## config.mk

```make
export PLATFORM = sky130hd
export DESIGN_NAME = uabc_scroll_display
export DESIGN_NICKNAME = d
export VERILOG_FILES = /design/src/rtl/uabc_scroll_display.sv
export SDC_FILE = /design/constraint.sdc
export NUM_CORES = 1
export LEC_CHECK = 0
export ABC_AREA = 1
export ABC_CLOCK_PERIOD_IN_PS = 8700
export CORE_MARGIN = 1.5
export CORE_UTILIZATION = 33
export DETAILED_ROUTE_END_ITERATION = 6
export PLACE_DENSITY = 0.51
export SLEW_MARGIN = 20
export SYNTH_ARGS = -nofsm -noshare
export SYNTH_HDL_FRONTEND = slang
export SYNTH_SLANG_ARGS = --single-unit
```

## constraint.sdc

```tcl
create_clock -name clk -period 8.7 [get_ports clk]
set_input_delay 2.61 -clock clk [delete_from_list [all_inputs] [get_ports clk]]
set_output_delay 2.61 -clock clk [all_outputs]
set_load 0.01 [all_outputs]
```

## src/rtl/uabc_scroll_display.sv

```systemverilog
// uabc_scroll_display
// Scrolling "UABC-ELECTRONICA" driver for common-anode, active-low
// 7-segment displays. Time-multiplexes NUM_DIGITS digits and scrolls the
// message right-to-left. The message enters through a blank lead-in window.
// Optional build macro: SCROLL_ONESHOT_EN
//   Defined:   one full pass, then the display parks in DONE until activar drops.
//   Undefined: scrolling repeats for as long as activar stays high.
module uabc_scroll_display #(
   parameter int NUM_DIGITS = 4,
   parameter int MSG_LEN    = 16,
   parameter int SCAN_DIV   = 5000,
   parameter int SCROLL_DIV = 250
) (
   input  logic                                        clk,
   input  logic                                        rst_n,
   input  logic                                        activar,
   output logic [6:0]                                  seg,
   output logic [NUM_DIGITS-1:0]                       an,
   output logic                                        pulso,
   output logic                                        wrap,
   output logic [$clog2(MSG_LEN+NUM_DIGITS)-1:0]       offset
);

   localparam int L  = NUM_DIGITS + MSG_LEN;
   localparam int OW = $clog2(L);
   localparam int SW = $clog2(SCAN_DIV);
   localparam int CW = (SCROLL_DIV > 1) ? $clog2(SCROLL_DIV) : 1;
   localparam int DW = (NUM_DIGITS > 1) ? $clog2(NUM_DIGITS) : 1;

   localparam logic [SW-1:0] SCAN_MAX   = SW'(SCAN_DIV - 1);
   localparam logic [CW-1:0] SCROLL_MAX = CW'(SCROLL_DIV - 1);
   localparam logic [DW-1:0] DIG_MAX    = DW'(NUM_DIGITS - 1);
   localparam logic [OW-1:0] OFF_MAX    = OW'(L - 1);
   localparam logic [OW:0]   L_W        = (OW+1)'(L);
   localparam logic [OW:0]   ND_W       = (OW+1)'(NUM_DIGITS);

`ifdef SCROLL_ONESHOT_EN
   typedef enum logic [1:0] {IDLE, RUN, DONE} state_t;
`else
   typedef enum logic [1:0] {IDLE, RUN} state_t;
`endif

   state_t          state, state_n;
   logic            act_m, act_s;
   logic [SW-1:0]   scan_cnt, scan_n;
   logic [CW-1:0]   scroll_cnt, scroll_n;
   logic [DW-1:0]   digit_idx, idx_n;
   logic [OW-1:0]   offset_n;
   logic            pulso_n, wrap_n, tick;
   logic [OW:0]     sum_pos, tape_pos;
   logic [3:0]      rom_k, char_code;
   logic [6:0]      seg_n;
   logic [NUM_DIGITS-1:0] an_n;

   // Message ROM: character codes for "UABC-ELECTRONICA"
   function automatic logic [3:0] rom_char(input logic [3:0] k);
      case (k)
         4'd0:  return 4'd1;   // U
         4'd1:  return 4'd2;   // A
         4'd2:  return 4'd3;   // B
         4'd3:  return 4'd4;   // C
         4'd4:  return 4'd5;   // -
         4'd5:  return 4'd6;   // E
         4'd6:  return 4'd7;   // L
         4'd7:  return 4'd6;   // E
         4'd8:  return 4'd4;   // C
         4'd9:  return 4'd8;   // T
         4'd10: return 4'd9;   // R
         4'd11: return 4'd10;  // O
         4'd12: return 4'd11;  // N
         4'd13: return 4'd12;  // I
         4'd14: return 4'd4;   // C
         default: return 4'd2; // A
      endcase
   endfunction

   // Character code to active-low {g,f,e,d,c,b,a}; unused codes stay blank
   function automatic logic [6:0] font(input logic [3:0] c);
      case (c)
         4'd1:  return 7'b1000001;
         4'd2:  return 7'b0001000;
         4'd3:  return 7'b0000011;
         4'd4:  return 7'b1000110;
         4'd5:  return 7'b0111111;
         4'd6:  return 7'b0000110;
         4'd7:  return 7'b1000111;
         4'd8:  return 7'b1001110;
         4'd9:  return 7'b0101111;
         4'd10: return 7'b1000000;
         4'd11: return 7'b0101011;
         4'd12: return 7'b1001111;
         default: return 7'b1111111;
      endcase
   endfunction

   // Two-flop synchronizer for the asynchronous run enable
   always_ff @(posedge clk or negedge rst_n) begin
      if (!rst_n) begin
         act_m <= 1'b0;
         act_s <= 1'b0;
      end else begin
         act_m <= activar;
         act_s <= act_m;
      end
   end

   // Next-state logic: scan/scroll counters, digit index, offset and pulses
   always_comb begin
      state_n  = state;
      scan_n   = '0;
      scroll_n = scroll_cnt;
      idx_n    = digit_idx;
      offset_n = offset;
      pulso_n  = pulso;
      wrap_n   = 1'b0;
      tick     = 1'b0;
      case (state)
         IDLE: begin
            scroll_n = '0;
            idx_n    = '0;
            offset_n = '0;
            if (act_s) state_n = RUN;
         end
         RUN: begin
            tick   = (scan_cnt == SCAN_MAX);
            scan_n = tick ? '0 : scan_cnt + 1'b1;
            if (tick) begin
               pulso_n = ~pulso;
               idx_n   = (digit_idx == '0) ? DIG_MAX : digit_idx - 1'b1;
               if (scroll_cnt == SCROLL_MAX) begin
                  scroll_n = '0;
                  if (offset == OFF_MAX) begin
                     offset_n = '0;
                     wrap_n   = 1'b1;
`ifdef SCROLL_ONESHOT_EN
                     state_n  = DONE;
`endif
                  end else begin
                     offset_n = offset + 1'b1;
                  end
               end else begin
                  scroll_n = scroll_cnt + 1'b1;
               end
            end
            if (!act_s) begin
               state_n  = IDLE;
               scan_n   = '0;
               scroll_n = '0;
               idx_n    = '0;
               offset_n = '0;
               wrap_n   = 1'b0;
            end
         end
`ifdef SCROLL_ONESHOT_EN
         DONE: begin
            scan_n = scan_cnt;
            if (!act_s) state_n = IDLE;
         end
`endif
         default: state_n = IDLE;
      endcase
   end

   // Display lookup from the post-update index and offset so no stale frame appears
   always_comb begin
      sum_pos   = {1'b0, offset_n} + (OW+1)'(DIG_MAX - idx_n);
      tape_pos  = (sum_pos >= L_W) ? sum_pos - L_W : sum_pos;
      rom_k     = 4'(tape_pos - ND_W);
      char_code = (tape_pos < ND_W) ? 4'd0 : rom_char(rom_k);
      an_n      = '1;
      seg_n     = 7'h7F;
      if (state_n == RUN) begin
         for (int i = 0; i < NUM_DIGITS; i++) begin
            an_n[i] = (idx_n != DW'(i));
         end
         seg_n = font(char_code);
      end
   end

   // State, counters and registered display outputs
   always_ff @(posedge clk or negedge rst_n) begin
      if (!rst_n) begin
         state      <= IDLE;
         scan_cnt   <= '0;
         scroll_cnt <= '0;
         digit_idx  <= '0;
         offset     <= '0;
         pulso      <= 1'b0;
         wrap       <= 1'b0;
         seg        <= 7'h7F;
         an         <= '1;
      end else begin
         state      <= state_n;
         scan_cnt   <= scan_n;
         scroll_cnt <= scroll_n;
         digit_idx  <= idx_n;
         offset     <= offset_n;
         pulso      <= pulso_n;
         wrap       <= wrap_n;
         seg        <= seg_n;
         an         <= an_n;
      end
   end

endmodule
```

**Word-level counts from Yosys, hierarchy flattened**

Memory sizes are Yosys's and may differ from the RTL's.
Index checks and enable logic that the tools add are counted.

- Flip-flop bits (word level): 45
- ROM bits: 176
- Input port bits: 3
- Output and inout port bits: 18
- Memories: 2

- Add/sub/neg operators: 8
- $lt $le $gt $ge: 2
- Eq/ne operators: 9
- Mux-type cells: 28
- Bitwise gates (word level): 1
- Reductions and logical operators: 6

Memories:

| memory | depth | width | rd ports | clocked after Yosys merged registers in | write ports | line | text |
|---|---|---|---|---|---|---|---|
| (name not given) | 16 | 7 | 1 | 0 | 0 | 79 | `case (c)` |
| (name not given) | 16 | 4 | 1 | 0 | 0 | 57 | `case (k)` |

Operators with widths:

| kind | number |
|---|---|
| two-way mux 13 bit | 3 |
| two-way mux 8 bit | 3 |
| two-way mux 5 bit | 4 |
| one-hot mux 8 bit (2 select lines) | 1 |
| adder 13 x 1 -> 13 bit, second input constant | 1 |
| == test 13 bit, second input constant | 1 |
| two-way mux 2 bit | 5 |
| one-hot mux 5 bit (2 select lines) | 1 |
| adder 8 x 1 -> 8 bit, second input constant | 1 |
| == test 8 bit, second input constant | 1 |
| two-way mux 4 bit | 2 |
| one-hot mux 2 bit (2 select lines) | 2 |
| two-way mux 7 bit | 1 |
| adder 5 x 6 -> 6 bit | 1 |
| greater-or-equal comparator 6 x 5 -> 1 bit, second input constant | 1 |
| < comparator 6 x 3 -> 1 bit, second input constant | 1 |
| two-way mux 6 bit | 1 |
| subtractor 6 x 5 -> 6 bit, second input constant | 1 |
| adder 5 x 1 -> 5 bit, second input constant | 1 |
| == test 5 bit, second input constant | 1 |
| two-way mux 1 bit | 5 |
| == test 2 x 1 -> 1 bit, second input constant | 2 |
| zero test 2 bit | 2 |
| != test 2 bit, second input constant | 2 |
| 8 further kinds | 10 |

**Logic depth before layout (Yosys ltp)**

Gate-level depths: netlist of the first run.
An unclocked memory read counts as a cell.

- Depth in word-level cells: 14
- Gate-level depth with buffers: 36
- Gate-level depth less buffers: 36

**Worst setup path before layout of the first run**

Ideal clock, no wire load.

- Kind: register to register
- Start point: reg scan_cnt[0]
- End point: reg seg[6]
- Data arrival time: 4166 ps
- Data required time: 8606 ps
- Path slack: 4440 ps
- Cell stages (with the launch flop): 37
- Path buffers: 0
- Period minus slack after synthesis: 4260 ps
- Path through: dfrtp_1 ha_1 nand2_1 inv_2 nand2_1 nor2_4 nand3_4 nand2_2 inv_1 nor2_1 inv_1 a32o_1 ha_1 a21oi_1 inv_1 nand3_1 xnor2_1 inv_1 ha_1 nand2_1 nand2_1 nand3_4 nand2_2 nand2_2 nand2_4 inv_1 nand2_1 nand3_1 nand3_1 nor2_1 inv_1 ha_1 inv_1 nor2_1 nor2_1 nand2_1 nand3_1

- Elaborated cells on any way between the ends: 18

RTL lines:

| what | line | text |
|---|---|---|
| start: declaration | 45 | `logic [SW-1:0] scan_cnt, scan_n;` |
| start signal: assignment | 194 | `scan_cnt <= scan_n;` |
| == test 13 bit (*) | 125 | `tick = (scan_cnt == SCAN_MAX);` |
| two-way mux 5 bit (*) | 127 | `if (tick) begin` |
| two-way mux 5 bit (*) | 145 | `if (!act_s) begin` |
| one-hot mux 5 bit (2 select lines) (*) | 117 | `case (state)` |
| net offset_n[1] | 48 | `logic [OW-1:0] offset_n;` |
| adder 5 x 6 -> 6 bit (*) | 166 | `sum_pos = {1'b0, offset_n} + (OW+1)'(DIG_MAX - idx_n);` |
| subtractor 6 x 5 -> 6 bit or greater-or-equal comparator 6 x 5 -> 1 bit (tied branches) | 167 | `tape_pos = (sum_pos >= L_W) ? sum_pos - L_W : sum_pos;` |
| two-way mux 6 bit (*) | 167 |  |
| subtractor 4 x 3 -> 4 bit | 168 | `rom_k = 4'(tape_pos - ND_W);` |
| memory (16 x 4 bit) | n/a |  |
| two-way mux 4 bit (*) | 169 | `char_code = (tape_pos < ND_W) ? 4'd0 : rom_char(rom_k);` |
| memory (16 x 7 bit) (*) | n/a |  |
| two-way mux 7 bit (*) | 172 | `if (state_n == RUN) begin` |
| net seg_n[6] | 52 | `logic [6:0] seg_n;` |
| end signal: assignment | 200 | `seg <= seg_n;` |
| end: declaration | 17 | `output logic [6:0] seg,` |

The timed path passes the listed nets; every way through them passes the cells marked *.
A chain may end at the register's enable or synchronous reset.

**Worst setup path after layout of the first run**

Ends and elaborated chain as after synthesis.

==> key figures, run 1 <==
CTS
  • Max clock buf depth: 2
  • Post_cts resized: 0
  • Cts bufs inserted: 5
  • Post-CTS Hold Buffers: 0
  • Clk Latency, worst-skew pair: 0.30 ns
  • Clock Sinks: 45
  • Post-CTS Setup Bufs: 0
  • CTS tree: yes
  • Root Driver: clkbuf_8
  • CTS clk-pin slew, worst paths: 0.09 ns
  • Deepest level of the CTS H-tree: 2

Timing
  • Final setup viols: 0
  • Worst Max-Slew Pin Slew: 0.725 ns
  • Max-slew violations: 0
  • Tmin final: 4.78 ns
  • Max frequency: 0.209 GHz
  • Max Clock Skew: 0.00555 ns
  • Max-slew headroom: 51.5%
  • RSZ-0062 raised after global routing: false
  • Final period util: 55.0%
  • Final hold viol count: 0
  • Fin Setup TNS: 0 ns

Placement
  • IO buf count: 20
  • Dpl hpwl: 4300 um
  • Placer Congestion: 0.842
  • Placement Cell Area: 3220 um2

Setup path
  • Worst Path Required: 8.90 ns
  • Setup crit end kind: flop
  • CP most frequent cell: inv_1
  • Startpoint types: flop
  • Crit Reg-Reg Endpoint: seg[6]
  • FF-to-FF Start: scan_cnt[0]
  • Crit path DAT: 4.98 ns
  • Critical-path top delay cell: dfrtp_1
  • CP max FO: 7
  • Critical path class: reg -> reg
  • FF-to-FF path depth: 36
  • R2r setup slk: 3.92 ns
  • Worst path max stage delay: 0.41 ns

Yosys
  • Post-synth EDFFs: 0
  • Async SR Flop Fraction: 100%
  • Synthesis Warnings: 0
  • #FFs+latches synth: 45
  • Ys flop type: dfrtp_1
  • Yosys cell types: 40
  • Synthesized area per cell: 8.17 um2
  • Synthesized area: 2900 um2
  • Cells after Synth: 355
  • Syn Nets: 376
  • Seq/Total Area, Yosys: 39.3%

Detailed routing
  • Routed WL per cell: 11.2 um
  • DRC violations left: 0
  • Vias per std cell: 4.48
  • First-pass DRT Iterations: 4
  • Post-DRT Antenna Nets: 0
  • Total number of vias: 2193
  • Final wirelength: 5480 um
  • DRT iter0 DRCs: 101

Cells and area
  • Fin area: 3350 um2
  • Number of diodes: 0
  • Layout Nets: 401
  • Most common library cell in the layout ignoring fill and taps: nand2_1
  • Layout area overhead: 15.6%
  • Final core occ: 38.8%
  • Layout cell share with drive strength beyond 1: 18.4%
  • Most frequent cells in the layout: nand2_1, inv_1, nor2_1, dfrtp_1, nand3_1

Min path
  • Min-Delay Startpoint: act_m
  • Hold depth: 0
  • Hold path endpoint: act_s
  • Worst min path class: reg -> reg

Global route
  • Total grt overflow: 0
  • Largest net degree at the start of global routing: 46
  • Number of global-route vias before repair: 2216
  • Initial antenna violation count: 0
  • First-pass GRT wire length: 10000 um
  • Total Routing Usage GR: 13.0%

Floorplan
  • # IOs: 21
  • # rows: 34
  • Core area: 8640 um2
  • X dimension of the die: 96.8 um
  • Starting Density: 33.6%
  • DIE AREA: 9360 um2
  • Die H: 96.8 um

Job
  • Max_cap viols: 0

Pwr
  • Pwr Total: 0.000400 W
  • VDD IR max: 0.0000560 V
  • Pwr/cell area: 119 nW/um2
  • Leak: 1.51 nW

Run status
  • Status: finished, final reports clean
Yosys cell counts (7+ instances only):
cell type / n / area [um2]
nand2_1: 59 / 221
inv_1: 48 / 180
nor2_1: 43 / 161
dfrtp_1: 34 / 851
nand3_1: 32 / 160
ha_1: 17 / 213
a21oi_1: 16 / 80.1
nand2_2: 12 / 75.1
dfstp_2: 11 / 289
nor3_1: 10 / 50.1
nand2_4: 8 / 90.1
inv_2: 7 / 26.3
stage by stage:
step	cells	worst slack [ns]	hold slack, ns
detailed placement	481	3.90	0.339
floorplan	355	4.44	0.331
CTS	489	3.90	0.365
finish	489	3.92	0.356
global route	489	3.33	0.371
global placement	481	4.06	0.336
kinds of logic after synthesis:
group | count (synthesis) | synth area share (%)
flip-flops | 45 | 39.3
adder cells (fa/ha/maj) | 18 | 8.02
buffers and inverters | 59 | 7.72
other | 1 | 0.129
AND/OR/NAND/NOR | 195 | 36.4
XOR/XNOR | 6 | 2.07
AO/OA/AOI/OAI | 31 | 6.38
report_power, final:
group	switching (W)	internal (W)	total, W
registers	0.00000319	0.000213	0.000216
clock network	0.0000725	0.0000925	0.000165
logic	0.0000133	0.00000553	0.0000188
total	0.0000890	0.000311	0.000400
worst max path at each step:
stage / cells past startpoint / endpoint / start
6_report: 36 / seg[6] / scan_cnt[0]
5_1_grt: 36 / seg[6] / scan_cnt[0]
4_1_cts: 36 / seg[6] / scan_cnt[0]
3_5_place_dp: 36 / seg[6] / scan_cnt[0]
3_3_place_gp: 34 / seg[6] / scan_cnt[0]
2_1_floorplan: 36 / seg[6] / scan_cnt[0]
registers in the layout, summed over array words and instances (netlist names):
| register | flops |
|---|---|
| wrap | 1 |
| digit_idx | 2 |
| seg | 7 |
| offset | 5 |
| state | 2 |
| pulso | 1 |
| act_m | 1 |
| scroll_cnt | 8 |
| an | 4 |
| act_s | 1 |
| scan_cnt | 13 |
routing by layer:
layer / share of wire (%) / GRT usage, % / vias to the layer above
met3: 1.5 / 1.73 / 5
met4: 1.8 / 4.68 / 0
met1: 49 / 16.7 / 990
met2: 48 / 22.2 / 19
li1: - / - / 1179
met5: 0 / 0 / -
area by class of cell:
class / count / area, um2
Clock buffer: 7 / 119
Sequential cell: 45 / 1140
Timing Repair Buffer: 20 / 198
Inverter: 57 / 216
Fill cell: 889 / 5280
Clock inverter: 1 / 8.76
Tap cell: 108 / 135
Multi-Input combinational cell: 251 / 1540
critical path: cells and delay by family (launching register included):
| family | cells | cell delay (ns) |
|---|---|---|
| DFF | 1 | 0.41 |
| and+or+nand+nor | 21 | 2.02 |
| AOI/OAI and AO/OA | 2 | 0.32 |
| adders and majority gates | 4 | 0.96 |
| buffers and inverters | 8 | 0.70 |
| xor gates and xnor gates | 1 | 0.28 |
Power figures use the tool's default switching activity.
==> run 2: changes to the inputs <==
- ABC_CLOCK_PERIOD_IN_PS: 8700 -> 4400
- PLACE_DENSITY: 0.51 -> 0.53
- clock period: 8.7 -> 4.4 ns (I/O delays scaled with it)
==> run 2 against run 1 <==
  * Register-to-register slack worse by 3.7 ns
  * Routed wire length up 9.6%
  * Critical path depth down 5
==> key figures, run 2 (synthesis results as in run 1) <==
Timing
  • Tmin final: 4.18 ns (-0.599 ns)
  • Max frequency: 0.239 GHz (+14%)
  • Worst Max-Slew Pin Slew: 0.723 ns (-0.00169 ns)
  • Max-slew violations: 0 (unchanged)
  • Max Clock Skew: 0.00917 ns (+0.00361 ns)
  • Final hold viol count: 0 (unchanged)
  • Final WS setup: 0.215 ns (-3.70 ns)
  • Final period util: 95.1% (+40 points)
  • Final setup viols: 0 (unchanged)
  • Worst Hold Margin: 0.353 ns (-0.00285 ns)
  • Max-slew headroom: 51.6% (+0.11 points)

Job
  • Max_cap viols: 0 (unchanged)

Placement
  • Dpl hpwl: 4500 um (+4.8%)
  • Placer Congestion: 0.816 (-3.1%)
  • IO buf count: 20 (unchanged)
  • Placement Cell Area: 3310 um2 (+2.8%)
  • Place WS: -0.0662 ns (-3.97 ns)

Cells and area
  • Most common library cell in the layout ignoring fill and taps: nand2_1
  • Number of diodes: 0 (unchanged)
  • Multi-input gate area: 1720 um2 (+12%)
  • Layout cell share with drive strength beyond 1: 32.3% (+14 points)
  • Number of flip-flops in the largest register: 13 (unchanged)
  • FF+latch area: 1140 um2 (+0.11%)
  • Most frequent cells in the layout: nand2_1, inv_1, nor2_1, dfrtp_1, buf_4
  • Layout Nets: 429 (+7.0%)
  • Fin area: 3740 um2 (+11%)
  • Fillcell total: 878 (-1.2%)
  • Largest register by flop count: scan_cnt
  • Layout area overhead: 28.8%
  • Top flop regs: scan_cnt x13, scroll_cnt x8, seg x7

Setup path
  • CP max FO: 6 (-1)
  • Startpoint types: flop
  • Buf/Inv on CP: 7 (-1)
  • Critical-path top delay cell: fa_2
  • Worst path max stage delay: 0.56 ns (+0.15 ns)
  • Setup crit end kind: flop
  • Worst Path Required: 4.59 ns (-4.31 ns)
  • FF-to-FF Start: scan_cnt[0]
  • Critical path's top delay family: simple AND/OR/NAND/NOR gates
  • Setup crit start: scan_cnt[0]
  • Crit path DAT: 4.38 ns (-0.60 ns)
  • Critical path class: reg -> reg

Detailed routing
  • DRC violations left: 0 (unchanged)
  • First-pass DRT Iterations: 4 (unchanged)
  • Final wirelength: 6000 um (+9.6%)
  • DRT iter0 DRCs: 72 (-29%)
  • Total number of vias: 2380 (+8.5%)
  • Post-DRT Antenna Nets: 0 (unchanged)
  • Routed WL per cell: 11.6 um (+3.7%)
  • Vias per std cell: 4.60 (+2.6%)

Pwr
  • Pwr Total: 0.000798 W (+99%)
  • VDD IR max: 0.000124 V (+120%)
  • Pwr/cell area: 213 nW/um2 (+79%)
  • Leak: 1.69 nW (+12%)

CTS
  • CTS clk-pin slew, worst paths: 0.09 ns (about the same)
  • CTS tree: yes
  • Clk Latency, worst-skew pair: 0.30 ns (about the same)
  • Deepest level of the CTS H-tree: 2 (unchanged)
  • Cts bufs inserted: 5 (unchanged)
  • Root Driver: clkbuf_8
  • Max clock buf depth: 2 (unchanged)
  • Clock Sinks: 45 (unchanged)

Floorplan
  • X dimension of the die: 96.8 um (unchanged)
  • Starting Density: 33.6% (unchanged)
  • DIE AREA: 9360 um2 (unchanged)
  • # IOs: 21 (unchanged)
  • Die H: 96.8 um (unchanged)
  • Core area: 8640 um2 (unchanged)
  • # rows: 34 (unchanged)

Global route
  • Total Routing Usage GR: 13.1% (+0.17 points)
  • First-pass GRT wire length: 10200 um (+1.4%)
  • Largest net degree at the start of global routing: 46 (unchanged)
  • Initial antenna violation count: 0 (unchanged)
  • Total grt overflow: 0 (unchanged)
  • Number of global-route vias before repair: 2276 (+2.7%)

Min path
  • Worst min path class: reg -> reg
  • Min-Delay Startpoint: act_m

Run status
  • Status: finished, final reports clean
==> run 2: area by class of cell <==
type	instances	share of cell area, %
Clock buffer	7	2.31
Clock inverter	1	0.803
Inverter	57	5.86
Multi-Input combinational cell	251	46.0
Sequential cell	45	30.5
Tap cell	108	3.61
Timing Repair Buffer	48	10.9
==> run 2: worst paths after layout <==
path / end / depth (start not counted) / slack, ns
min reg2reg: act_s / 0 / 0.35
max in group asynchronous: state[1] / 1 / 2.96
max reg2reg: seg[5] / 31 / 0.22
min in group asynchronous: scroll_cnt[3] / 1 / 1.01
max: seg[5] / 31 / 0.22
min: act_s / 0 / 0.35
==> run 2: timing repair <==
item / 4_1_cts / 5_1_grt
pin swaps: 3 / 29
hold buffers: 0 / 0
setup buffers: 2 / 14
endpoints found under the setup margin: 5 / 7
resized for setup: 4 / 45
==> run 2: where the power goes <==
part	internal, W	switching, W	leakage [nW]
sequential	0.000422	0.00000632	0.581
clock	0.000185	0.000139	0.0585
combinational	0.0000164	0.0000294	1.05
==> run 2: metal layers <==
layer	up-vias	track usage (%)	wire [um]
li1	1238	-	-
met1	1119	16.3	2720
met2	17	23.6	3140
met3	6	1.52	69
met4	0	4.35	73
met5	-	0	0
==> run 2: per-stage QoR <==
stage	TNS, ns	util [%]	cells
after floorplan	0	-	355
after global placement	0	38.4	493
after detailed placement	-0.0929	38.4	493
after CTS	0	40.1	503
after global routing	-0.303	43.3	517
final	0	43.3	517
